`config.mk`:
```
export PLATFORM = sky130hd
export DESIGN_NAME = ctrl_ramdrv_coefwr
export DESIGN_NICKNAME = d
export VERILOG_FILES = /design/src/rtl/ctrl_ramdrv_coefwr.sv
export SDC_FILE = /design/constraint.sdc
export NUM_CORES = 1
export LEC_CHECK = 0
export CELL_PAD_IN_SITES_DETAIL_PLACEMENT = 0
export CELL_PAD_IN_SITES_GLOBAL_PLACEMENT = 1
export CORE_MARGIN = 2
export CORE_UTILIZATION = 37
export DETAILED_ROUTE_END_ITERATION = 12
export GPL_TIMING_DRIVEN = 0
export PLACE_DENSITY_LB_ADDON = 0.1
export SLEW_MARGIN = 20
export SYNTH_ARGS = -nofsm -noshare
export SYNTH_HDL_FRONTEND = slang
export SYNTH_SLANG_ARGS = --single-unit
```
`constraint.sdc`:
```
create_clock -name clk -period 2.7 [get_ports clk]
set_input_delay 0.27 -clock clk [delete_from_list [all_inputs] [get_ports clk]]
set_output_delay 0.27 -clock clk [all_outputs]
set_load 0.03 [all_outputs]
```
`src/rtl/ctrl_ramdrv_coefwr.sv`:
```
// ctrl_ramdrv_coefwr: CPU-side coefficient RAM burst writer.
// Optional running checksum output when COEF_WR_CHECKSUM_EN is defined.
module ctrl_ramdrv_coefwr #(
  parameter int ADDR_WIDTH = 12,
  parameter int DATA_WIDTH = 16,
  parameter int LEN_WIDTH  = 12
) (
  input  logic                  clk,
  input  logic                  clr_n,
  input  logic                  start,
  input  logic [ADDR_WIDTH-1:0] base_ptr,
  input  logic [LEN_WIDTH-1:0]  coef_len,
  input  logic                  rd_active,
  input  logic                  s_valid,
  input  logic [DATA_WIDTH-1:0] s_data,
  output logic                  s_ready,
  output logic                  ram_we,
  output logic [ADDR_WIDTH-1:0] ram_addr,
  output logic [DATA_WIDTH-1:0] ram_wdata,
  output logic                  busy,
  output logic                  done,
  output logic                  err
`ifdef COEF_WR_CHECKSUM_EN
  ,
  output logic [DATA_WIDTH-1:0] coef_sum
`endif
);

  localparam logic [1:0] S_IDLE  = 2'd0;
  localparam logic [1:0] S_WRITE = 2'd1;
  localparam logic [1:0] S_DONE  = 2'd2;

  logic [1:0]            state;
  logic [ADDR_WIDTH-1:0] wr_addr;
  logic [LEN_WIDTH-1:0]  remaining;
  logic                  hs;
  logic                  last;
  logic                  wrap;
  logic                  go;

  assign s_ready = (state == S_WRITE) & ~rd_active;
  assign busy    = (state == S_WRITE);
  assign done    = (state == S_DONE);
  assign hs      = s_valid & s_ready;
  assign last    = (remaining == LEN_WIDTH'(1));
  assign wrap    = (&wr_addr) & ~last;
  assign go      = (state == S_IDLE) & start;

  // Burst sequencing: IDLE -> WRITE -> DONE (one cycle) -> IDLE
  always_ff @(negedge clk or negedge clr_n) begin
    if (!clr_n) begin
      state <= S_IDLE;
    end else begin
      case (state)
        S_IDLE: begin
          if (start)
            state <= (coef_len != '0) ? S_WRITE : S_DONE;
        end
        S_WRITE: begin
          if (hs && last)
            state <= S_DONE;
        end
        S_DONE:  state <= S_IDLE;
        default: state <= S_IDLE;
      endcase
    end
  end

  // Write pointer and words-left counter
  always_ff @(negedge clk or negedge clr_n) begin
    if (!clr_n) begin
      wr_addr   <= '0;
      remaining <= '0;
    end else if (go) begin
      wr_addr   <= base_ptr;
      remaining <= coef_len;
    end else if (hs) begin
      wr_addr   <= wr_addr + ADDR_WIDTH'(1);
      remaining <= remaining - LEN_WIDTH'(1);
    end
  end

  // Registered RAM write port, one cycle behind the handshake
  always_ff @(negedge clk or negedge clr_n) begin
    if (!clr_n) begin
      ram_we    <= 1'b0;
      ram_addr  <= '0;
      ram_wdata <= '0;
    end else begin
      ram_we <= hs;
      if (hs) begin
        ram_addr  <= wr_addr;
        ram_wdata <= s_data;
      end
    end
  end

  // Sticky error when a non-final word wraps the address
  always_ff @(negedge clk or negedge clr_n) begin
    if (!clr_n)
      err <= 1'b0;
    else if (go)
      err <= 1'b0;
    else if (hs && wrap)
      err <= 1'b1;
  end

`ifdef COEF_WR_CHECKSUM_EN
  // Modular sum of all words accepted in the current burst
  always_ff @(negedge clk or negedge clr_n) begin
    if (!clr_n)
      coef_sum <= '0;
    else if (go)
      coef_sum <= '0;
    else if (hs)
      coef_sum <= coef_sum + s_data;
  end
`endif

endmodule
```
==> results by group, run 1 <==
Clock network
  – CTS buffer count: 5
  – H-tree Lvls: 2
  – Root buf cell: clkbuf_8
  – Hold buffers post-CTS: 0
  – Clock Latency Late Sink: 300 ps
  – Clk slew on worst S/H paths: 60 ps
  – CTS Sinks: 56
  – CTS tree: done
  – Clock Tree Buf Depth: 2

Run status
  – Failing checks: setup timing
  – Status: complete, but fails checks

STA
  – Number of setup violations in the final report: 2
  – WHS: 416 ps
  – Final setup skew: 3.96 ps
  – Hold Fails Final Rpt: 0
  – RSZ-0062 raised after global routing: true
  – Worst Setup Slack, final: -39.9 ps
  – Pins Over Slew Limit: 0
  – Slew margin rel.: 68.0%
  – Measured slew at the worst slew-check pin: 477 ps

Yosys
  – Synthesized flop and latch total: 56
  – Share of flip-flops with an asynchronous set or reset: 100%
  – Top cells by count, synth: nand2_1 (112), dfrtn_1 (56), nand3_1 (11)
  – Simple-Gate Fraction of Synth Area: 27.7%
  – Largest family of logic cells by synthesized area: simple AND/OR/NAND/NOR gates
  – Yosys warns: 0
  – Mapped Cells: 286
  – Number of synthesized flops with an enable pin: 0
  – Xor/xnor share of the synthesized area: 0%
  – Top-count cell post-synth: nand2_1
  – Post-Synth Adder-Cell Area: 1.44%
  – Syn Area/Cell: 9.10 sq um
  – Largest area contributor in the netlist: dfrtn_1
  – Syn_nets: 334
  – Mapped Area: 0.00260 sq mm
  – Top_reg_cell synth: dfrtn_1
  – Synth area leaders: dfrtn_1 (54%), nand2_1 (16%), a221o_1 (2.7%), nor4_1 (2.4%), nand3_1 (2.1%)
  – Compound-Gate Fraction of Synth Area: 13.7%
  – Seq/Total Area, Yosys: 53.8%
  – Top-area cell type share of the netlist area: 53.8%
  – Synth cell types: 46
  – Post-synthesis mux area share: 0%

Placement
  – IO buf count: 77
  – HPWL after DPL: 4850 microns
  – Post-DP Area: 0.00352 sq mm
  – Pre-CTS WS: -783 ps
  – Final GP Congestion: 0.884

Finish
  – Seq. cell area: 0.00140 sq mm
  – Synthesis-to-layout area growth: 46.5%
  – # fillers: 671
  – Footprint of the multi-input gates: 0.00120 sq mm
  – Final instance area: 0.00381 sq mm
  – Nets: 430
  – Layout cells sized above 1: 22.3%
  – Fin util: 56.1%
  – Inserted Diodes: 0

GRT
  – GRT Overall Usage: 18.7%
  – GR Overflow Total: 0
  – Initial antenna violation count: 0
  – Largest net degree at the start of global routing: 57
  – Vias in the first global route: 2283
  – First-pass GRT wire length: 11300 microns

Die
  – Die Span Y: 87.9 microns
  – # IOs: 78
  – Core Area: 0.00679 sq mm
  – FP Rows: 30
  – Die W: 87.9 microns
  – Die area: 0.00772 sq mm
  – Initial Util: 38.3%

Worst setup path
  – Crit-path max FO: 3
  – CP Capture Point: s_ready
  – CP arrival: 2470 ps
  – Worst reg2reg path depth: 6
  – Reg2Reg Setup Slack: 870 ps
  – Startpoint Class: flip-flop
  – Reg-to-reg startpoint: wr_addr[1]$_DFFE_NN0P_
  – Worst setup path class: reg2out
  – Worst EP required: 2430 ps
  – CP startpoint: state[0]$_DFFE_NN0P_
  – CP endpoint kind: output pin
  – R2r endpoint: wr_addr[6]$_DFFE_NN0P_

Min path
  – Worst hold path type: reg2reg

Power and ir drop
  – PD cells: 859 mW/mm^2
  – Maximum VDD drop: 0.000308 V
  – Leakage power: 1.71 nW

Flow run
  – Max Cap Viol: 0

Drt
  – Initial drt markers: 129
  – Wirelength per Cell: 14.3 microns
  – Met1 wire length: 3190 microns
  – Drt total wl: 6860 microns
  – First-pass iteration count of the detailed router: 4
  – Met3 Wirelength: 256 microns
  – Top layer in use: met4
  – DRC violations left: 0
  – Met2 wire length: 3280 microns
  – Via count: 2398
  – Antenna Nets Post-Route: 0
  – Vias per cell: 5.02
kinds of logic (layout without fill, tap and decap cells):
group,count (synthesis),count (layout)
flip-flops,56,56
adder cells (fa/ha/maj),3,3
AO/OA/AOI/OAI,46,46
buffers and inverters,19,115
AND/OR/NAND/NOR,162,162
cell type report:
type | instances | share of cell area, %
buffer | 15 | 2.40
clock buffer | 6 | 1.90
clock inverter | 1 | 0.131
inverter | 4 | 0.591
multi-input combinational | 211 | 31.5
sequential | 56 | 36.7
tap | 96 | 3.15
timing repair buffer | 89 | 23.6
where the power goes:
part	total, mW	switching (mW)	internal, mW
Clock	0.438	0.261	0.177
Combinational	1.41	0.801	0.611
Sequential	1.42	0.274	1.15
metal layers:
layer  vias up  global-route usage, %
li1       1199                      -
met1      1129                   25.4
met2        60                   30.4
met3        10                   3.49
met4         0                   5.87
met5         -                      0
worst min-delay path by stage:
stage / slack (ps) / end / depth (start not counted) / start
2_1_floorplan: 440 / ram_addr[11]$_DFFE_NN0P_ / 2 / wr_addr[11]$_DFFE_NN0P_
4_1_cts: 430 / ram_addr[9]$_DFFE_NN0P_ / 2 / ram_addr[9]$_DFFE_NN0P_
5_1_grt: 440 / ram_addr[8]$_DFFE_NN0P_ / 2 / ram_addr[8]$_DFFE_NN0P_
3_5_place_dp: 420 / ram_addr[9]$_DFFE_NN0P_ / 2 / ram_addr[9]$_DFFE_NN0P_
6_report: 420 / ram_wdata[9]$_DFFE_NN0P_ / 2 / ram_wdata[9]$_DFFE_NN0P_
3_3_place_gp: 420 / ram_addr[9]$_DFFE_NN0P_ / 2 / ram_addr[9]$_DFFE_NN0P_
critical path, cell delays in order, from the launching register on:
cell and delay, ps:
dfrtn_1 480, nand2b_4 80, nor2_2 110, buf_6 140
state kept, by name, summed over array words and instances (netlist names):
name	flops
err	1
wr_addr	12
ram_we	1
state	2
ram_addr	12
ram_wdata	16
remaining	12
repair_timing:
action                                  CTS  global route
gates resized for setup                 123            28
buffers inserted                         10             1
pin swaps                                 3             1
endpoints found under the hold margin     0             0
endpoints found under the setup margin   88            42
stage by stage:
stage	instances	setup TNS (ps)	total power, mW
finish	478	-42.1	3.28
global route	478	-181	3.51
CTS	477	-31.1	3.24
detailed placement	460	-30970	2.77
global placement	459	-124810	2.74
floorplan	286	0	2.21
layout by cell type, fill, tap and decap left out, types with 2 or more instances in the layout:
cell type        netlist  final
nand2_1              112    109
dfrtn_1               56     56
clkdlybuf4s50_1        0     40
clkdlybuf4s15_2        0     28
buf_4                  1     17
nor4_1                10     10
nand3_1               11     10
buf_2                  8      7
a221o_1                7      7
o21ai_1                7      7
nor3_1                 5      5
nor2_1                 7      5
clkbuf_2               1      5
o211ai_1               5      5
clkbuf_8               0      5
o311ai_1               5      4
inv_1                  3      3
buf_6                  0      3
nand4_1                3      3
a21o_1                 3      3
o311ai_2               0      3
ha_1                   3      3
dlygate4sd2_1          0      3
nor2b_1                2      2
and3_1                 2      2
o22ai_1                2      2
a22oi_2                0      2
nand2_2                0      2
Power figures use the tool's default switching activity.
==> run 2: changes to the inputs <==
--- a/config.mk
+++ b/config.mk
@@ -16,3 +16,4 @@
 export SYNTH_ARGS = -nofsm -noshare
 export SYNTH_HDL_FRONTEND = slang
 export SYNTH_SLANG_ARGS = --single-unit
+export TNS_END_PERCENT = 10
==> constraint.sdc (replaced) <==
create_clock -name clk -period 2.7 [get_ports clk]
set_input_delay 0.27 -clock clk [delete_from_list [all_inputs] [get_ports clk]]
set_output_delay 0.27 -clock clk [all_outputs]
set_load 0.005 [all_outputs]
==> run 2 against run 1 <==
Compared with the run above:
- global-route usage grew 0.099 points
- final area down 1.8%
- sequential share of layout area rose by 0.69 points
- critical path type unchanged
- largest cell class unchanged
- final cell count up 0.63%
- via count rose by 1.3%
- core utilization shrank 1.0 points
- the flow still finishes with violations (setup timing)
- combinational power shrank 22%
==> results by group, run 2 (synthesis gave the netlist of run 1 again) <==
Drt
  – Drt total wl: 6900 microns (+0.58%)
  – Vias per cell: 5.05 (+0.70%)
  – First-pass iteration count of the detailed router: 4 (unchanged)
  – Wirelength per Cell: 14.3 microns (about the same)
  – DRC violations left: 0 (unchanged)
  – Initial drt markers: 129 (unchanged)
  – Via count: 2430 (+1.3%)
  – Antenna Nets Post-Route: 0 (unchanged)

Die
  – # IOs: 78 (unchanged)
  – Core Area: 0.00679 sq mm (unchanged)
  – Die W: 87.9 microns (unchanged)
  – FP Rows: 30 (unchanged)
  – Initial Util: 38.3% (unchanged)
  – Die area: 0.00772 sq mm (unchanged)
  – Die Span Y: 87.9 microns (unchanged)

Finish
  – Number of flip-flops in the largest register: 16 (unchanged)
  – Most flops, register: ram_wdata
  – Layout cells sized above 1: 13.5% (-8.7 points)
  – Commonest cells after routing, fill and taps aside: nand2_1 (110), dfrtn_1 (56), clkdlybuf4s50_1 (40)
  – Commonest non-fill, non-tap cell in the layout: nand2_1
  – Fin util: 55.1% (-1.0 points)
  – Nets: 433 (+0.70%)
  – Synthesis-to-layout area growth: 43.8%
  – Inserted Diodes: 0 (unchanged)
  – # fillers: 675 (+0.60%)
  – Final instance area: 0.00374 sq mm (-1.8%)

Placement
  – Final GP Congestion: 0.884 (unchanged)
  – Post-DP Area: 0.00352 sq mm (unchanged)
  – IO buf count: 77 (unchanged)
  – HPWL after DPL: 4850 microns (unchanged)

GRT
  – Largest net degree at the start of global routing: 57 (unchanged)
  – Initial antenna violation count: 0 (unchanged)
  – Vias in the first global route: 2312 (+1.3%)
  – GRT Overall Usage: 18.8% (+0.099 points)
  – First-pass GRT wire length: 11300 microns (+0.74%)
  – GR Overflow Total: 0 (unchanged)

Run status
  – Status: complete, but fails checks
  – Failing checks: setup timing

Worst setup path
  – Worst setup path class: reg2out
  – Reg-to-reg startpoint: wr_addr[1]$_DFFE_NN0P_
  – Crit-path max FO: 3 (unchanged)
  – Startpoint Class: flip-flop
  – Worst reg2reg path depth: 6 (unchanged)
  – Slowest cell delay on critical path: 430 ps (-50 ps)
  – Reg2Reg Setup Slack: 890 ps (+20 ps)
  – Slowest CP cell: dfrtn_1
  – Cells along the critical path: buf_6 -> nand2b_4 -> nor2_1 -> buf_2
  – CP arrival: 2430 ps (-40 ps)
  – Worst EP required: 2430 ps (about the same)
  – R2r endpoint: wr_addr[6]$_DFFE_NN0P_
  – CP endpoint kind: output pin

Flow run
  – Max Cap Viol: 0 (unchanged)

Min path
  – Worst hold path cell count: 2 (unchanged)
  – Hold Path Origin: ram_addr[9]$_DFFE_NN0P_
  – Hold EP: ram_addr[9]$_DFFE_NN0P_
  – Worst hold path type: reg2reg

STA
  – Hold Fails Final Rpt: 0 (unchanged)
  – Pins Over Slew Limit: 0 (unchanged)
  – Number of setup violations in the final report: 1 (-1)
  – Slew margin rel.: 63.4% (-4.6 points)
  – Final setup skew: 5.75 ps (+1.78 ps)
  – Measured slew at the worst slew-check pin: 547 ps (+69.3 ps)
  – RSZ-0062 raised after global routing: true
  – Worst Setup Slack, final: -3.21 ps (+36.7 ps)

Clock network
  – Clock Latency Late Sink: 310 ps (about the same)
  – CTS buffer count: 5 (unchanged)
  – H-tree Lvls: 2 (unchanged)
  – CTS tree: done
  – Clk slew on worst S/H paths: 60 ps (about the same)
  – Root buf cell: clkbuf_8
  – CTS Sinks: 56 (unchanged)
  – Hold buffers post-CTS: 0 (unchanged)
  – Clock Tree Buf Depth: 2 (unchanged)

Power and ir drop
  – PD cells: 787 mW/mm^2 (-8.4%)
  – Leakage power: 1.79 nW (+4.4%)
  – Maximum VDD drop: 0.000301 V (-2.2%)
[run 2: cell count changes in the layout (fill, tap and decap cells not counted), sizes merged]
cell	delta
dlygate4sd2	+30
clkbuf	+1
clkdlybuf4s15	-28
[run 2: routing by layer]
| metal | track usage [%] | part of all wire (%) | vias up |
|---|---|---|---|
| met1 | 25.6 | 46 | 1136 |
| met2 | 30.6 | 48 | 69 |
| li1 | - | - | 1215 |
| met3 | 3.49 | 4.4 | 10 |
| met5 | 0 | 0 | - |
| met4 | 5.87 | 1.5 | 0 |
[run 2: worst max path at each step]
stage	from	end	slack (ps)	depth (start not counted)
floorplan	rd_active	wr_addr[9]$_DFFE_NN0P_	9	6
global placement	clr_n	ram_wdata[3]$_DFFE_NN0P_	-1690	1
detailed placement	start	wr_addr[6]$_DFFE_NN0P_	-780	5
CTS	state[0]$_DFFE_NN0P_	done	-90	3
global route	state[0]$_DFFE_NN0P_	s_ready	-50	4
finish	state[0]$_DFFE_NN0P_	s_ready	-3	4
[run 2: timing repair]
item	CTS	global route
endpoints found under the setup margin	88	13
pin swaps	5	0
gates resized for setup	68	4
buffers inserted	14	0
[run 2: worst max-delay path: cells and delay by family, from the launching register on]
| family | cells | cell delay, ps |
|---|---|---|
| buffers and inverters | 2 | 220 |
| flip-flops | 1 | 430 |
| AND/OR/NAND/NOR | 2 | 130 |
[run 2: metrics by stage]
stage	total power, mW	TNS, ps	hold WS (ps)	setup slack [ps]	std cells
final	2.94	-3.21	413	-3.21	481
after global routing	3.18	-101	436	-51.9	481
after CTS	2.97	-92.3	420	-90.8	481
after detailed placement	2.51	-30440	423	-783	460
after global placement	2.48	-124300	417	-1690	459
after floorplan	1.96	0	430	9.47	286
[run 2: final cells by class]
| cell class | instances | area [sq um] | area share [%] |
|---|---|---|---|
| Buffer | 15 | 101 | 2.71 |
| Clock buffer | 6 | 72.6 | 1.94 |
| Clock inverter | 1 | 5.00 | 0.134 |
| Inverter | 4 | 22.5 | 0.602 |
| Multi-Input combinational cell | 211 | 1170 | 31.3 |
| Sequential cell | 56 | 1400 | 37.4 |
| Tap cell | 96 | 120 | 3.21 |
| Timing Repair Buffer | 92 | 848 | 22.7 |
[run 2: power breakdown]
part | switching (mW) | internal, mW | total (mW)
clock network | 0.262 | 0.178 | 0.439
registers | 0.259 | 1.15 | 1.41
logic | 0.544 | 0.552 | 1.10
total | 1.06 | 1.88 | 2.94
==> run 3: changes to the inputs <==
--- a/config.mk
+++ b/config.mk
@@ -9,6 +9,7 @@
 export CELL_PAD_IN_SITES_GLOBAL_PLACEMENT = 1
 export CORE_MARGIN = 2
 export CORE_UTILIZATION = 37
+export CTS_BUF_LIST = sky130_fd_sc_hd__clkbuf_16
 export DETAILED_ROUTE_END_ITERATION = 12
 export GPL_TIMING_DRIVEN = 0
 export PLACE_DENSITY_LB_ADDON = 0.1
==> run 3 against run 2 <==
Compared with the run above:
- core utilization is 0.83 points higher
- non-clock buffer count unchanged
- the flow still finishes with violations (setup timing)
- clock-buffer cell count is 1 lower
- largest power group unchanged
==> results by group, run 3 (synthesis gave the netlist of run 1 again) <==
STA
  – Worst Setup Slack, final: -22.5 ps (-19.3 ps)
  – Pins Over Slew Limit: 0 (unchanged)
  – WHS: 413 ps (-0.541 ps)
  – Hold Fails Final Rpt: 0 (unchanged)
  – Slew margin rel.: 62.7% (-0.68 points)
  – Measured slew at the worst slew-check pin: 557 ps (+10.1 ps)
  – Final setup skew: 6.53 ps (+0.788 ps)
  – Final TNS setup: -22.5 ps (-19.3 ps)
  – RSZ-0062 raised after global routing: true
  – Number of setup violations in the final report: 1 (unchanged)

GRT
  – Largest net degree at the start of global routing: 57 (unchanged)
  – Vias in the first global route: 2322 (+0.43%)
  – Initial antenna violation count: 0 (unchanged)
  – GRT Overall Usage: 18.9% (+0.12 points)
  – Most used routing layer in global routing: met2
  – Met2 Use GR: 31.3% (+0.69 points)
  – First-pass GRT wire length: 11400 microns (+0.49%)
  – Met1 usage: 25.7% (+0.18 points)
  – Met3 global-route usage: 3.20% (-0.28 points)
  – GR Overflow Total: 0 (unchanged)

Clock network
  – CTS tree: done
  – Hold buffers post-CTS: 0 (unchanged)
  – H-tree Lvls: 2 (unchanged)
  – Root buf cell: clkbuf_16
  – CTS Sinks: 56 (unchanged)
  – Clock Latency Late Sink: 310 ps (about the same)
  – CTS buffer count: 5 (unchanged)
  – Clk slew on worst S/H paths: 50 ps (about the same)
  – Clock Tree Buf Depth: 2 (unchanged)

Die
  – # IOs: 78 (unchanged)
  – Initial Util: 38.3% (unchanged)
  – Die Span Y: 87.9 microns (unchanged)
  – Die area: 0.00772 sq mm (unchanged)
  – Die W: 87.9 microns (unchanged)
  – FP Rows: 30 (unchanged)
  – Core Area: 0.00679 sq mm (unchanged)

Worst setup path
  – Slowest CP cell: dfrtn_1
  – Slowest cell delay on critical path: 430 ps (about the same)
  – Cells along the critical path: buf_6 -> nand2b_4 -> nor2_1 -> buf_2
  – Worst setup path class: reg2out
  – Reg-to-reg startpoint: wr_addr[1]$_DFFE_NN0P_
  – CP arrival: 2450 ps (+20 ps)
  – Startpoint Class: flip-flop
  – CP startpoint: state[0]$_DFFE_NN0P_
  – CP endpoint kind: output pin
  – Worst path buffer plus inverter count: 2 (unchanged)
  – Crit-path max FO: 3 (unchanged)
  – Worst EP required: 2430 ps (about the same)
  – Cell family with most CP delay: flip-flops

Finish
  – Final Instance Count excl. Fillers: 481 (unchanged)
  – Layout cells sized above 1: 13.5% (unchanged)
  – Final instance area: 0.00380 sq mm (+1.5%)
  – Most flops, register: ram_wdata
  – Commonest non-fill, non-tap cell in the layout: nand2_1
  – Number of flip-flops in the largest register: 16 (unchanged)
  – Inserted Diodes: 0 (unchanged)
  – # fillers: 667 (-1.2%)
  – Synthesis-to-layout area growth: 45.9%
  – Nets: 433 (unchanged)
  – Commonest cells after routing, fill and taps aside: nand2_1 (110), dfrtn_1 (56), clkdlybuf4s50_1 (40)

Run status
  – Failing checks: setup timing
  – Status: complete, but fails checks

Power and ir drop
  – PD cells: 823 mW/mm^2 (+4.7%)
  – Leakage power: 1.82 nW (+1.7%)
  – Maximum VDD drop: 0.000356 V (+18%)

Placement
  – Post-DP Area: 0.00352 sq mm (unchanged)
  – Final GP Congestion: 0.884 (unchanged)
  – HPWL after DPL: 4850 microns (unchanged)
  – IO buf count: 77 (unchanged)
  – Placed cells: 460 (unchanged)

Min path
  – Hold Path Origin: ram_addr[9]$_DFFE_NN0P_
  – Worst hold path type: reg2reg

Flow run
  – Max Cap Viol: 0 (unchanged)

Drt
  – DRC violations left: 0 (unchanged)
  – First-pass iteration count of the detailed router: 4 (unchanged)
  – Antenna Nets Post-Route: 0 (unchanged)
  – Wirelength per Cell: 14.4 microns (+0.19%)
  – Initial drt markers: 90 (-30%)
  – Drt total wl: 6910 microns (+0.19%)
  – Vias per cell: 5.03 (-0.41%)
  – Via count: 2420 (-0.41%)
==> run 3: changes by cell type in the layout (fill, tap and decap cells not counted), sizes merged <==
cell,change
inv,+1
clkbuf,-1
==> run 3: cell type report <==
type	count	area (sq um)	area share, %
plain buffers	15	101	2.67
inverters	4	22.5	0.593
well taps	96	120	3.16
multi-input cells	211	1170	30.9
clock buffers	5	125	3.29
flip-flops and latches	56	1400	36.9
repair buffers	92	848	22.3
clock inverters	2	8.76	0.230
==> run 3: repair_timing <==
action / 4_1_cts / 5_1_grt
resized for setup: 68 / 4
setup buffers: 14 / 0
pin swaps: 5 / 0
gates cloned: 0 / 0
setup endpoints to repair: 89 / 13
==> run 3: worst register-to-register path, stage by stage, from the launching register on <==
cell      delay, ps
dfrtn_1         480
ha_1            230
nand2_1         110
or2_0           220
clkbuf_2        150
a21o_1          190
a221o_1         280
==> run 3: final timing paths <==
path	end	slack, ps	cells after the start
setup / recovery	s_ready	-20	4
hold / removal	ram_addr[9]$_DFFE_NN0P_	410	2
setup reg to reg	wr_addr[6]$_DFFE_NN0P_	880	6
hold reg to reg	ram_addr[9]$_DFFE_NN0P_	410	2
max in group asynchronous	err$_DFFE_NN0P_	1230	2
min in group asynchronous	ram_wdata[0]$_DFFE_NN0P_	1170	2
==> run 3: report_power, final <==
part	internal [mW]	total [mW]	switching, mW	leakage [nW]
sequential	1.15	1.41	0.261	0.713
combinational	0.552	1.10	0.543	1.03
clock	0.335	0.620	0.285	0.0709
total	2.04	3.13	1.09	1.82
==> run 3: per-stage QoR <==
| step | setup WS, ps | utilization, % | total power, mW |
|---|---|---|---|
| after floorplan | 9.47 | - | 1.96 |
| after global placement | -1690 | 51.5 | 2.48 |
| after detailed placement | -783 | 51.8 | 2.51 |
| after CTS | -84.9 | 55.9 | 3.15 |
| after global routing | -60.4 | 55.9 | 3.36 |
| final | -22.5 | 55.9 | 3.13 |
==> run 3: routing by layer <==
layer | vias to the layer above | part of all wire [%]
met5 | - | 0
met4 | 0 | 1.2
met3 | 7 | 3.8
met2 | 57 | 48
met1 | 1140 | 47
li1 | 1216 | -
